`src/rtl/water_flow_monitor.sv`:
```
// Drum water-flow supervisor: 4-tap level smoothing plus a windowed
// progress check that raises a sticky fault when fill/drain stalls.
module water_flow_monitor #(
  parameter int WINDOW_CYCLES = 50,
  parameter int MIN_DELTA     = 10,
  parameter int MAX_STALLS    = 3,
  parameter int FULL_LEVEL    = 1000,
  parameter int EMPTY_LEVEL   = 5
) (
  input  logic       clk,
  input  logic       reset,
  input  logic       water_flow_reset,
  input  logic       water_flow_mode,
  input  logic [9:0] water_level_sensor,
  output logic [9:0] water_level,
  output logic       water_flow_error
);

  // state      | meaning
  // ST_IDLE    | held by water_flow_reset, counters cleared
  // ST_PRIME   | 4 clocks for the filter to fill with fresh samples
  // ST_MONITOR | windowed progress evaluation
  // ST_ERROR   | sticky fault until water_flow_reset
  typedef enum logic [1:0] {
    ST_IDLE    = 2'd0,
    ST_PRIME   = 2'd1,
    ST_MONITOR = 2'd2,
    ST_ERROR   = 2'd3
  } state_t;

  localparam logic [9:0]        WIN_LAST = 10'(WINDOW_CYCLES - 1);
  localparam logic signed [10:0] MIN_D   = 11'(MIN_DELTA);
  localparam logic [3:0]        MAX_S    = 4'(MAX_STALLS);
  localparam logic [9:0]        FULL_L   = 10'(FULL_LEVEL);
  localparam logic [9:0]        EMPTY_L  = 10'(EMPTY_LEVEL);

  state_t             state_q, state_d;
  logic [3:0][9:0]    taps_q;
  logic [11:0]        sum;
  logic [1:0]         prime_q, prime_d;
  logic [9:0]         win_q, win_d;
  logic [3:0]         stall_q, stall_d;
  logic [3:0]         stall_inc;
  logic [9:0]         start_q, start_d;
  logic               mode_q;
  logic               error_q;
  logic               mode_change;
  logic signed [10:0] diff_up, diff_dn;
  logic               progress;

  // Filter runs in every state and is cleared only by the async reset.
  always_ff @(posedge clk or posedge reset) begin
    if (reset) begin
      taps_q <= '0;
    end else begin
      taps_q <= {taps_q[2:0], water_level_sensor};
    end
  end

  assign sum = {2'b00, taps_q[0]} + {2'b00, taps_q[1]}
             + {2'b00, taps_q[2]} + {2'b00, taps_q[3]};
  assign water_level = sum[11:2];

  assign mode_change = (water_flow_mode != mode_q);
  assign diff_up     = $signed({1'b0, water_level}) - $signed({1'b0, start_q});
  assign diff_dn     = $signed({1'b0, start_q}) - $signed({1'b0, water_level});
  assign progress    = water_flow_mode ? ((diff_up >= MIN_D) || (water_level >= FULL_L))
                                       : ((diff_dn >= MIN_D) || (water_level <= EMPTY_L));
  assign stall_inc   = stall_q + 4'd1;

  always_comb begin
    state_d = state_q;
    prime_d = prime_q;
    win_d   = win_q;
    stall_d = stall_q;
    start_d = start_q;
    if (water_flow_reset) begin
      state_d = ST_IDLE;
      prime_d = '0;
      win_d   = '0;
      stall_d = '0;
    end else begin
      case (state_q)
        ST_IDLE: begin
          prime_d = '0;
          win_d   = '0;
          stall_d = '0;
          state_d = ST_PRIME;
        end
        ST_PRIME: begin
          if (prime_q == 2'd3) begin
            start_d = water_level;
            win_d   = '0;
            state_d = ST_MONITOR;
          end else begin
            prime_d = prime_q + 2'd1;
          end
        end
        ST_MONITOR: begin
          if (mode_change) begin
            state_d = ST_PRIME;
            prime_d = '0;
            win_d   = '0;
            stall_d = '0;
          end else if (win_q == WIN_LAST) begin
            start_d = water_level;
            win_d   = '0;
            if (progress) begin
              stall_d = '0;
            end else begin
              stall_d = stall_inc;
              if (stall_inc >= MAX_S) state_d = ST_ERROR;
            end
          end else begin
            win_d = win_q + 10'd1;
          end
        end
        ST_ERROR: begin
          state_d = ST_ERROR;
        end
        default: state_d = ST_IDLE;
      endcase
    end
  end

  // Error is registered from the next state so it rises on the failing edge.
  always_ff @(posedge clk or posedge reset) begin
    if (reset) begin
      state_q <= ST_IDLE;
      prime_q <= '0;
      win_q   <= '0;
      stall_q <= '0;
      start_q <= '0;
      mode_q  <= 1'b0;
      error_q <= 1'b0;
    end else begin
      state_q <= state_d;
      prime_q <= prime_d;
      win_q   <= win_d;
      stall_q <= stall_d;
      start_q <= start_d;
      mode_q  <= water_flow_mode;
      error_q <= (state_d == ST_ERROR);
    end
  end

  assign water_flow_error = error_q;

endmodule

```
`config.mk`:
```
export PLATFORM = sky130hd
export DESIGN_NAME = water_flow_monitor
export DESIGN_NICKNAME = d
export VERILOG_FILES = /design/src/rtl/water_flow_monitor.sv
export SDC_FILE = /design/constraint.sdc
export NUM_CORES = 1
export LEC_CHECK = 0
export CORE_ASPECT_RATIO = 0.9
export CORE_UTILIZATION = 55
export DETAILED_ROUTE_END_ITERATION = 8
export GPL_ROUTABILITY_DRIVEN = 1
export GPL_TIMING_DRIVEN = 1
export PLACE_DENSITY = 0.83
export SYNTH_ARGS = -nofsm -noshare
export SYNTH_HDL_FRONTEND = slang
export SYNTH_SLANG_ARGS = --single-unit
export TNS_END_PERCENT = 5
```
`constraint.sdc`:
```
create_clock -name clk -period 8.4 [get_ports clk]
set_input_delay 0.84 -clock clk [delete_from_list [all_inputs] [get_ports clk]]
set_output_delay 0.84 -clock clk [all_outputs]
set_load 0.005 [all_outputs]
```
==> metrics.csv, run 1 <==
stage,metric,value,unit
synth,syn nets,549,
sta,Final Hold Vio Count,0,
routing,antenna-violating nets left,0,
die,Die Height,89.4,um
final_layout,fin nets,572,
global_routing,initial antenna violation count,0,
synth,sequential share of the synthesized area,0.376,
cts,worst skew pair latency,0.35,ns
sta,Post-Route Setup TNS,0,ns
cts,CTS tree,built,
die,Die W,99.1,um
die,core area,0.00815,mm2
worst_setup_path,Crit-path slowest cell,fa_1,
synth,"area leader, netlist",dfrtp_1,
synth,Mapped Avg Cell Area,9.67,um2
synth,"FF+latch count, synth",70,
global_routing,largest net degree at the start of global routing,71,
final_layout,final instance area,0.00512,mm2
synth,share of the synthesized area in the top cell type,0.376,
flow_run,max_cap viols,0,
worst_setup_path,Critical Setup Path Class,reg2reg,
cts,H-tree levels,3,
power,VDD IR-drop max,0.000169,V
sta,Max transition margin,0.428,
sta,RSZ-0062 raised after global routing,false,
sta,clock skew,0.0133,ns
routing,wire per inst,14.7,um
placed_design,HPWL after detailed placement,6800,um
worst_setup_path,startpoint class of the critical path,flop,
die,Initial Utilization,0.573,
sta,# setup viols final,0,
worst_setup_path,CP max FO,14,
routing,Post-route DRC,0,
synth,Ys Warns,0,
global_routing,total gr overflow,0,
routing,DRT Pass-1 Iters,5,
cts,Num CTS Buffers,9,
global_routing,first-pass GRT wire length,15200,um
worst_setup_path,arrival time worst endpoint,5.99,ns
cts,Clock Tree Root,clkbuf_8,
synth,"FFs w/ async S/R, synth",1.00,
final_layout,Fillers,671,
min_path,HP Class,reg2reg,
routing,DR iter-0 viols,216,
final_layout,Area Growth Syn to Fin,9.71,%
synth,area of the mapped netlist,0.00466,mm2
cts,CTS clock-pin slew for the worst setup and hold paths,0.08,ns
final_layout,share of layout cells above drive strength 1,0.0686,
power,Lkg Pwr,2.39,nW
sta,fin. max-slew vios,0,
final_layout,antenna fix cells,0,
power,pwr dens,321,mW/mm2
sta,fmax,175,MHz
die,io pins,25,
routing,final WL,8950,um
sta,Worst Tran Pin Value,0.859,ns
synth,"EDFF count, synth",0,
cts,Resized cells post-CTS,0,
synth,Synth Flop Type,dfrtp_1,
final_layout,"leading cell types in the layout, fill and taps excluded","inv_1, dfrtp_1, nand2_1",
sta,Final period util,0.679,
status,status,finished clean,
sta,shortest period the worst path allows,5.71,ns
die,die area,0.00885,mm2
cts,# Post-CTS Setup Buffers,0,
cts,hold-fix buffers at CTS,0,
worst_setup_path,WP data required,8.69,ns
synth,cell count after synthesis,482,
worst_setup_path,Buf/Inv on CP,1,
worst_setup_path,CP Cell Sequence,fa_1 > fa_1 > ha_1 > a211oi_1 > o21bai_1 > o311ai_0 > nand2_1 > inv_1 > ha_1 > a2111o_1 > a31oi_1 > o21ai_0 > a2111oi_0 > a21o_1 > a32oi_1 > a221oi_1 > a21o_1,
cts,clock buffer depth,2,
worst_setup_path,Crit path largest cell delay,0.57,ns
placed_design,number of port buffers,24,
routing,via count,3503,
sta,Hold WS,0.372,ns
global_routing,GRT Util Overall,0.219,
placed_design,RD Place Congestion,0.898,
die,FP Rows,31,
worst_setup_path,"Largest delay share family, worst path",compound AO/OA/AOI/OAI gates,
cts,CTS sink cnt,70,
global_routing,vias in the first global route,3357,
routing,via density per instance,5.75,
placed_design,DP Area,0.00494,mm2
worst_setup_path,Worst Setup End Kind,flop,
synth,top post-synthesis cells by area,"dfrtp_1, fa_1, ha_1",
synth,Synth cell types,69,
final_layout,fin util,0.628,
==> logic make-up after synthesis <==
kind of cell,synth area share
xor gates and xnor gates,0.0188
muxes,0.00912
DFF,0.376
and+or+nand+nor,0.147
AOI/OAI and AO/OA,0.195
buffers and inverters,0.0770
adders and majority gates,0.178
==> stage by stage <==
stage / power [W] / instances / worst slack (ns)
2_1_floorplan: 0.00116 / 482 / 3.44
3_3_place_gp: 0.00136 / 593 / 2.86
3_5_place_dp: 0.00139 / 593 / 2.73
4_1_cts: 0.00164 / 609 / 2.72
5_1_grt: 0.00178 / 609 / 2.31
6_report: 0.00164 / 609 / 2.69
==> layer usage <==
layer,up-vias,wire length (um),GRT usage
met1,1687,4170,0.286
li1,1725,-,-
met2,79,4270,0.369
met5,-,0,0
met4,0,132,0.0842
met3,12,379,0.0422
==> worst reg2reg max path, delay by kind of cell (launching register included) <==
kind | cells | cell delay, ns
AOI/OAI and AO/OA | 11 | 3.06
adders and majority gates | 4 | 1.79
DFF | 1 | 0.40
and+or+nand+nor | 1 | 0.25
buffers and inverters | 1 | 0.16
==> layout make-up <==
class,count,area (um2),share of cell area
Clock buffer,9,124,0.0242
Multi-Input combinational cell,328,2550,0.499
Tap cell,99,124,0.0242
Sequential cell,70,1750,0.342
Clock inverter,7,50.0,0.00978
Inverter,71,267,0.0521
Timing Repair Buffer,25,248,0.0484
==> cells in the mapped netlist (3+ instances only) <==
cell / count
a21o_1: 10
buf_6: 4
inv_1: 71
a31oi_1: 6
clkbuf_1: 4
nand3_1: 7
nor2b_1: 7
or2_2: 4
and3_1: 7
nor2_1: 30
xor2_1: 3
dfrtp_1: 70
fa_1: 22
nand2b_1: 11
o31ai_1: 8
nand4_1: 6
buf_4: 3
a21oi_1: 13
ha_1: 31
nand2_1: 34
a211oi_1: 13
and2_1: 3
a22oi_1: 3
xnor2_1: 7
nor3_1: 9
o21ai_0: 31
a211o_1: 5
==> final timing paths <==
check	from	end	slack, ns	depth (start not counted)
setup / recovery	taps_q[7]	stall_q[3]	2.69	17
hold / removal	taps_q[28]	taps_q[38]	0.37	0
setup reg to reg	taps_q[7]	stall_q[3]	2.69	17
hold reg to reg	taps_q[28]	taps_q[38]	0.37	0
max in group asynchronous	reset	start_q[8]	6.78	3
min in group asynchronous	reset	win_q[7]	1.06	3
==> sequential cells by signal, summed over array words and instances (netlist names) <==
name	flops
taps_q	40
start_q	10
win_q	10
stall_q	4
prime_q	2
state_q	2
mode_q	1
water_flow_error	1
==> report_power, final <==
group	switching [W]	total, W	internal (W)
sequential	0.0000269	0.000394	0.000367
combinational	0.000579	0.00101	0.000426
clock	0.000136	0.000244	0.000107
total	0.000742	0.00164	0.000901
No activity file was read; power rests on OpenSTA's default activity.
==> run 2, diff against run 1 <==
--- a/config.mk
+++ b/config.mk
@@ -10,7 +10,7 @@
 export DETAILED_ROUTE_END_ITERATION = 8
 export GPL_ROUTABILITY_DRIVEN = 1
 export GPL_TIMING_DRIVEN = 1
-export PLACE_DENSITY = 0.83
+export PLACE_DENSITY = 0.86
 export SYNTH_ARGS = -nofsm -noshare
 export SYNTH_HDL_FRONTEND = slang
 export SYNTH_SLANG_ARGS = --single-unit
==> constraint.sdc (replaced) <==
create_clock -name clk -period 4.58 [get_ports clk]
set_input_delay 0.458 -clock clk [delete_from_list [all_inputs] [get_ports clk]]
set_output_delay 0.458 -clock clk [all_outputs]
set_load 0.005 [all_outputs]
==> metrics.csv, run 2 (synthesis gave the netlist of run 1 again) <==
stage,metric,value,unit,change
global_routing,vias in the first global route,3942,,was 3357
final_layout,Largest regs,"taps_q: 40 flops, start_q: 10 flops, win_q: 10 flops",,unchanged
worst_setup_path,startpoint class of the critical path,flop,,unchanged
final_layout,fin nets,652,,was 572
die,die area,0.00885,mm2,unchanged
power,pwr dens,655,mW/mm2,was 321 mW/mm2
worst_setup_path,"Largest delay share family, worst path",adder cells,,was compound AO/OA/AOI/OAI gates
placed_design,RD Place Congestion,0.872,,was 0.898
worst_setup_path,arrival time worst endpoint,5.33,ns,was 5.99 ns
placed_design,DP Area,0.00561,mm2,was 0.00494 mm2
die,core area,0.00815,mm2,unchanged
cts,CTS sink cnt,70,,unchanged
min_path,Worst Hold Launch,taps_q[4],,was taps_q[28]
power,VDD IR-drop max,0.000310,V,was 0.000169 V
worst_setup_path,WP data required,4.86,ns,was 8.69 ns
final_layout,Area Growth Syn to Fin,27.3,%,was 9.71%
routing,via density per instance,5.80,,was 5.75
final_layout,Non-Filler Instances,687,,was 609
global_routing,initial antenna violation count,0,,unchanged
worst_setup_path,Critical Setup Path Class,reg2reg,,unchanged
sta,# setup viols final,6,,was 0
worst_setup_path,CP max FO,5,,was 14
cts,Num CTS Buffers,9,,unchanged
sta,fmax,198,MHz,was 175 MHz
final_layout,Largest register FFs,40,,unchanged
status,failing checks,setup timing,,
sta,shortest period the worst path allows,5.05,ns,was 5.71 ns
placed_design,number of port buffers,24,,unchanged
worst_setup_path,Buf/Inv on CP,3,,was 1
die,FP Rows,31,,unchanged
worst_setup_path,origin of the critical flop-to-flop path,taps_q[1],,was taps_q[7]
die,io pins,25,,unchanged
placed_design,Inst Count DP,670,,was 593
placed_design,HPWL after detailed placement,8140,um,was 6800 um
sta,clock skew,0.0127,ns,was 0.0133 ns
worst_setup_path,Crit. Startpoint,taps_q[1],,was taps_q[7]
placed_design,pre-CTS setup slack,-0.433,ns,was 2.73 ns
routing,final WL,10900,um,was 8950 um
cts,H-tree levels,3,,unchanged
final_layout,fin util,0.729,,was 0.628
die,Die W,99.1,um,unchanged
routing,Post-route DRC,0,,unchanged
sta,RSZ-0062 raised after global routing,true,,was false
sta,PnR worst setup slack,-0.473,ns,was 2.69 ns
final_layout,Biggest register,taps_q,,unchanged
sta,Post-Route Setup TNS,-2.31,ns,was 0 ns
cts,CTS clock-pin slew for the worst setup and hold paths,0.08,ns,about the same
worst_setup_path,Worst Setup End Kind,flop,,unchanged
power,Lkg Pwr,2.80,nW,was 2.39 nW
worst_setup_path,Crit-path slowest cell,or4_4,,was fa_1
final_layout,share of layout cells above drive strength 1,0.250,,was 0.0686
status,status,"finished, violations left",,was finished clean
final_layout,final instance area,0.00593,mm2,was 0.00512 mm2
flow_run,max_cap viols,0,,unchanged
cts,worst skew pair latency,0.36,ns,was 0.35 ns
worst_setup_path,CP Cell Sequence,inv_2 > fa_1 > inv_1 > fa_2 > nand2_2 > nor2_4 > fa_2 > buf_6 > a21oi_4 > o2111ai_2 > or3b_4 > ha_4 > a22oi_2 > o21ai_1 > a31o_2 > a311oi_2 > nand4_1 > or4_4 > a211o_1 > a21boi_1,,was fa_1 > fa_1 > ha_1 > a211oi_1 > o21bai_1 > o311ai_0 > nand2_1 > inv_1 > ha_1 > a2111o_1 > a31oi_1 > o21ai_0 > a2111oi_0 > a21o_1 > a32oi_1 > a221oi_1 > a21o_1
cts,clock buffer depth,2,,unchanged
routing,antenna-violating nets left,0,,unchanged
sta,Final period util,1.10,,was 0.679
routing,DR iter-0 viols,273,,was 216
die,Initial Utilization,0.573,,unchanged
global_routing,total gr overflow,0,,unchanged
global_routing,largest net degree at the start of global routing,39,,was 71
cts,Clock Tree Root,clkbuf_8,,unchanged
routing,wire per inst,15.8,um,was 14.7 um
sta,Max transition margin,0.528,,was 0.428
min_path,HP Class,reg2reg,,unchanged
sta,Worst Tran Pin Value,0.708,ns,was 0.859 ns
final_layout,antenna fix cells,0,,unchanged
routing,via count,3988,,was 3503
final_layout,"leading cell types in the layout, fill and taps excluded","buf_4, dfrtp_1, inv_1",,"was inv_1, dfrtp_1, nand2_1"
global_routing,GRT Util Overall,0.261,,was 0.219
worst_setup_path,Crit path largest cell delay,0.60,ns,was 0.57 ns
final_layout,"commonest non-fill, non-tap cell in the layout",buf_4,,
die,Die Height,89.4,um,unchanged
sta,fin. max-slew vios,0,,unchanged
routing,DRT Pass-1 Iters,5,,unchanged
cts,CTS tree,built,,unchanged
worst_setup_path,CP most frequent cell,fa_2,,
global_routing,first-pass GRT wire length,17800,um,was 15200 um
sta,Final Hold Vio Count,0,,unchanged
run 2: final timing paths:
kind,slack [ns],cells after the start,to
max reg2reg,-0.47,20,state_q[0]
min in group asynchronous,0.53,2,win_q[7]
min reg2reg,0.37,0,taps_q[14]
min,0.37,0,taps_q[14]
max in group asynchronous,3.12,3,taps_q[36]
max,-0.47,20,state_q[0]
run 2: cell type report:
class | count | area, um2
Multi-Input combinational cell | 328 | 2770
Fill cell | 547 | 2210
Sequential cell | 70 | 1750
Timing Repair Buffer | 105 | 872
Inverter | 71 | 267
Clock buffer | 9 | 124
Tap cell | 99 | 124
Clock inverter | 5 | 28.8
run 2: routing by layer:
metal	vias up	track usage	wire length [um]
li1	1884	-	-
met1	1947	0.333	4780
met2	129	0.444	5290
met3	28	0.0446	460
met4	0	0.120	346
met5	-	0	0
run 2: per-stage QoR:
| stage | power [W] | hold slack (ns) |
|---|---|---|
| floorplan | 0.00223 | 0.354 |
| global placement | 0.00310 | 0.356 |
| detailed placement | 0.00324 | 0.360 |
| CTS | 0.00373 | 0.376 |
| global route | 0.00416 | 0.383 |
| finish | 0.00389 | 0.366 |
run 2: what timing repair did:
action | 4_1_cts | 5_1_grt
setup buffers | 0 | 3
pin swaps | 3 | 13
hold buffers | 0 | 0
resized for setup | 8 | 17
setup endpoints to repair | 6 | 6
run 2: report_power, final:
group	switching, W	internal, W	total (W)
Clock	0.000238	0.000187	0.000425
Sequential	0.0000522	0.000674	0.000726
Combinational	0.00134	0.00139	0.00273
==> run 3, diff against run 2 <==
--- a/config.mk
+++ b/config.mk
@@ -6,11 +6,12 @@
 export NUM_CORES = 1
 export LEC_CHECK = 0
 export CORE_ASPECT_RATIO = 0.9
+export CORE_MARGIN = 8
 export CORE_UTILIZATION = 55
 export DETAILED_ROUTE_END_ITERATION = 8
 export GPL_ROUTABILITY_DRIVEN = 1
 export GPL_TIMING_DRIVEN = 1
-export PLACE_DENSITY = 0.86
+export PLACE_DENSITY = 0.83
 export SYNTH_ARGS = -nofsm -noshare
 export SYNTH_HDL_FRONTEND = slang
 export SYNTH_SLANG_ARGS = --single-unit
==> constraint.sdc (replaced) <==
create_clock -name clk -period 5.2 [get_ports clk]
set_input_delay 0.52 -clock clk [delete_from_list [all_inputs] [get_ports clk]]
set_output_delay 0.52 -clock clk [all_outputs]
set_load 0.005 [all_outputs]
==> metrics.csv, run 3 (synthesis gave the netlist of run 1 again) <==
stage,metric,value,unit,change
min_path,hold path cells,0,,unchanged
worst_setup_path,WP data required,5.48,ns,was 4.86 ns
sta,PnR worst setup slack,0.164,ns,was -0.473 ns
cts,Num CTS Buffers,9,,unchanged
global_routing,vias in the first global route,3671,,was 3942
routing,via count,3708,,was 3988
power,internal power,0.00173,W,was 0.00226 W
final_layout,Largest register FFs,40,,unchanged
sta,Final Hold Vio Count,0,,unchanged
final_layout,fin nets,589,,was 652
final_layout,share of layout cells above drive strength 1,0.154,,was 0.250
flow_run,max_cap viols,0,,unchanged
routing,antenna-violating nets left,0,,unchanged
global_routing,initial antenna violation count,0,,unchanged
die,Die Height,103,um,was 89.4 um
min_path,worst hold endpoint,taps_q[12],,was taps_q[14]
sta,Worst Tran Pin Value,0.847,ns,was 0.708 ns
power,pwr dens,564,mW/mm2,was 655 mW/mm2
cts,H-tree levels,3,,unchanged
sta,clock skew,0.0143,ns,was 0.0127 ns
routing,via density per instance,5.90,,was 5.80
worst_setup_path,origin of the critical flop-to-flop path,taps_q[5],,was taps_q[1]
die,Initial Utilization,0.555,,was 0.573
routing,DR iter-0 viols,258,,was 273
min_path,Worst Hold Launch,taps_q[2],,was taps_q[4]
worst_setup_path,CP max FO,9,,was 5
sta,# setup viols final,0,,was 6
routing,Post-route DRC,0,,unchanged
global_routing,first-pass GRT wire length,16400,um,was 17800 um
worst_setup_path,Crit. Startpoint,taps_q[5],,was taps_q[1]
die,Die W,113,um,was 99.1 um
die,io pins,25,,unchanged
cts,Clock Tree Root,clkbuf_8,,unchanged
sta,Post-Route Setup TNS,0,ns,was -2.31 ns
worst_setup_path,reg2reg end,water_flow_error,,was state_q[0]
die,core area,0.00841,mm2,was 0.00815 mm2
power,Lkg Pwr,2.50,nW,was 2.80 nW
final_layout,"leading cell types in the layout, fill and taps excluded","inv_1, dfrtp_1, nand2_1",,"was buf_4, dfrtp_1, inv_1"
final_layout,Largest regs,"taps_q: 40 flops, start_q: 10 flops, win_q: 10 flops",,unchanged
final_layout,Area Growth Syn to Fin,17.2,%,was 27.3%
cts,CTS clock-pin slew for the worst setup and hold paths,0.07,ns,was 0.08 ns
power,clock share of power,0.139,,was 0.109
power,sequential share of power,0.208,,was 0.187
sta,fmax,199,MHz,was 198 MHz
routing,wire per inst,15.8,um,about the same
sta,fin. max-slew vios,0,,unchanged
status,status,finished clean,,"was finished, violations left"
final_layout,Fillers,608,,was 547
worst_setup_path,FF-to-FF setup slack,0.16,ns,was -0.47 ns
cts,CTS sink cnt,70,,unchanged
sta,shortest period the worst path allows,5.04,ns,was 5.05 ns
die,die area,0.0117,mm2,was 0.00885 mm2
cts,hold-fix buffers at CTS,0,,unchanged
placed_design,pre-CTS setup slack,-0.0326,ns,was -0.433 ns
cts,CTS tree,built,,unchanged
min_path,HP Class,reg2reg,,unchanged
sta,Max transition margin,0.436,,was 0.528
power,sw frac,0.437,,was 0.419
power,total power,0.00308,W,was 0.00389 W
worst_setup_path,Worst Setup End Kind,flop,,unchanged
final_layout,antenna fix cells,0,,unchanged
die,FP Rows,32,,was 31
power,combinational share of power,0.653,,was 0.704
worst_setup_path,arrival time worst endpoint,5.32,ns,was 5.33 ns
placed_design,RD Place Congestion,0.906,,was 0.872
placed_design,number of port buffers,24,,unchanged
global_routing,total gr overflow,0,,unchanged
placed_design,HPWL after detailed placement,7170,um,was 8140 um
worst_setup_path,startpoint class of the critical path,flop,,unchanged
global_routing,GRT Util Overall,0.175,,was 0.261
worst_setup_path,Critical Setup Path Class,reg2reg,,unchanged
power,switching power,0.00135,W,was 0.00163 W
sta,Final period util,0.968,,was 1.10
cts,clock buffer depth,2,,unchanged
final_layout,Biggest register,taps_q,,unchanged
cts,worst skew pair latency,0.35,ns,was 0.36 ns
power,VDD IR-drop max,0.000249,V,was 0.000310 V
global_routing,largest net degree at the start of global routing,71,,was 39
routing,DRT Pass-1 Iters,5,,unchanged
routing,final WL,9950,um,was 10900 um
worst_setup_path,worst-case reg-to-reg path depth,17,,was 20
-- run 3: cell count changes in the layout (fill, tap and decap cells not counted), sizes merged --
cell      change
clkbuf        +2
clkinvlp      +1
clkinv        -3
buf          -63
bufinv        +1
-- run 3: stage by stage --
step / hold WS, ns / util / std cells / area [um2]
floorplan: 0.354 / - / 482 / 4660
global placement: 0.354 / 0.601 / 610 / 5050
detailed placement: 0.358 / 0.601 / 610 / 5050
CTS: 0.373 / 0.624 / 625 / 5240
global route: 0.378 / 0.650 / 628 / 5470
finish: 0.373 / 0.650 / 628 / 5470
-- run 3: timing repair --
action                     4_1_cts  5_1_grt
setup buffers                    0        3
setup endpoints to repair        4        6
pin swaps                        0       22
resized for setup                2       39
-- run 3: how the worst max path moves through the flow --
stage                                  end  slack, ns
after floorplan                 state_q[0]       0.24
after global placement    water_flow_error       0.05
after detailed placement  water_flow_error      -0.03
after CTS                 water_flow_error       0.02
after global routing            state_q[0]      -0.05
final                     water_flow_error       0.16
-- run 3: layer usage --
layer | routed length (um) | track usage | part of all wire
met1 | 4380 | 0.212 | 0.44
met2 | 4790 | 0.293 | 0.48
met3 | 473 | 0.0319 | 0.048
met4 | 296 | 0.0971 | 0.030
met5 | 0 | 0 | 0
-- run 3: final cells by class --
type	instances	area, um2	share of cell area
Multi-Input combinational cell	328	2760	0.504
Clock buffer	11	141	0.0259
Sequential cell	70	1750	0.320
Tap cell	102	128	0.0233
Clock inverter	4	47.5	0.00870
Inverter	71	267	0.0488
Timing Repair Buffer	42	375	0.0687
-- run 3: power groups by stage --
stage / Clock (W) / Sequential (W) / Combinational [W]
5_1_grt: 0.000463 / 0.000647 / 0.00221
3_5_place_dp: 0 / 0.000650 / 0.00171
3_3_place_gp: 0 / 0.000646 / 0.00164
2_1_floorplan: 0 / 0.000637 / 0.00124
6_report: 0.000430 / 0.000640 / 0.00201
4_1_cts: 0.000439 / 0.000639 / 0.00172
-- run 3: worst max-delay path, cell delays in order (launching register included) --
cell      delay [ns]
dfrtp_1         0.41
fa_1            0.57
fa_1            0.42
ha_1            0.49
nand2_4         0.11
a211o_1         0.32
a311oi_2        0.28
xnor2_1         0.21
inv_1           0.14
ha_4            0.35
o211a_1         0.17
o31ai_2         0.07
o211ai_2        0.09
a31oi_2         0.13
and3_1          0.20
or4_4           0.54
a211o_1         0.34
a21oi_2         0.13
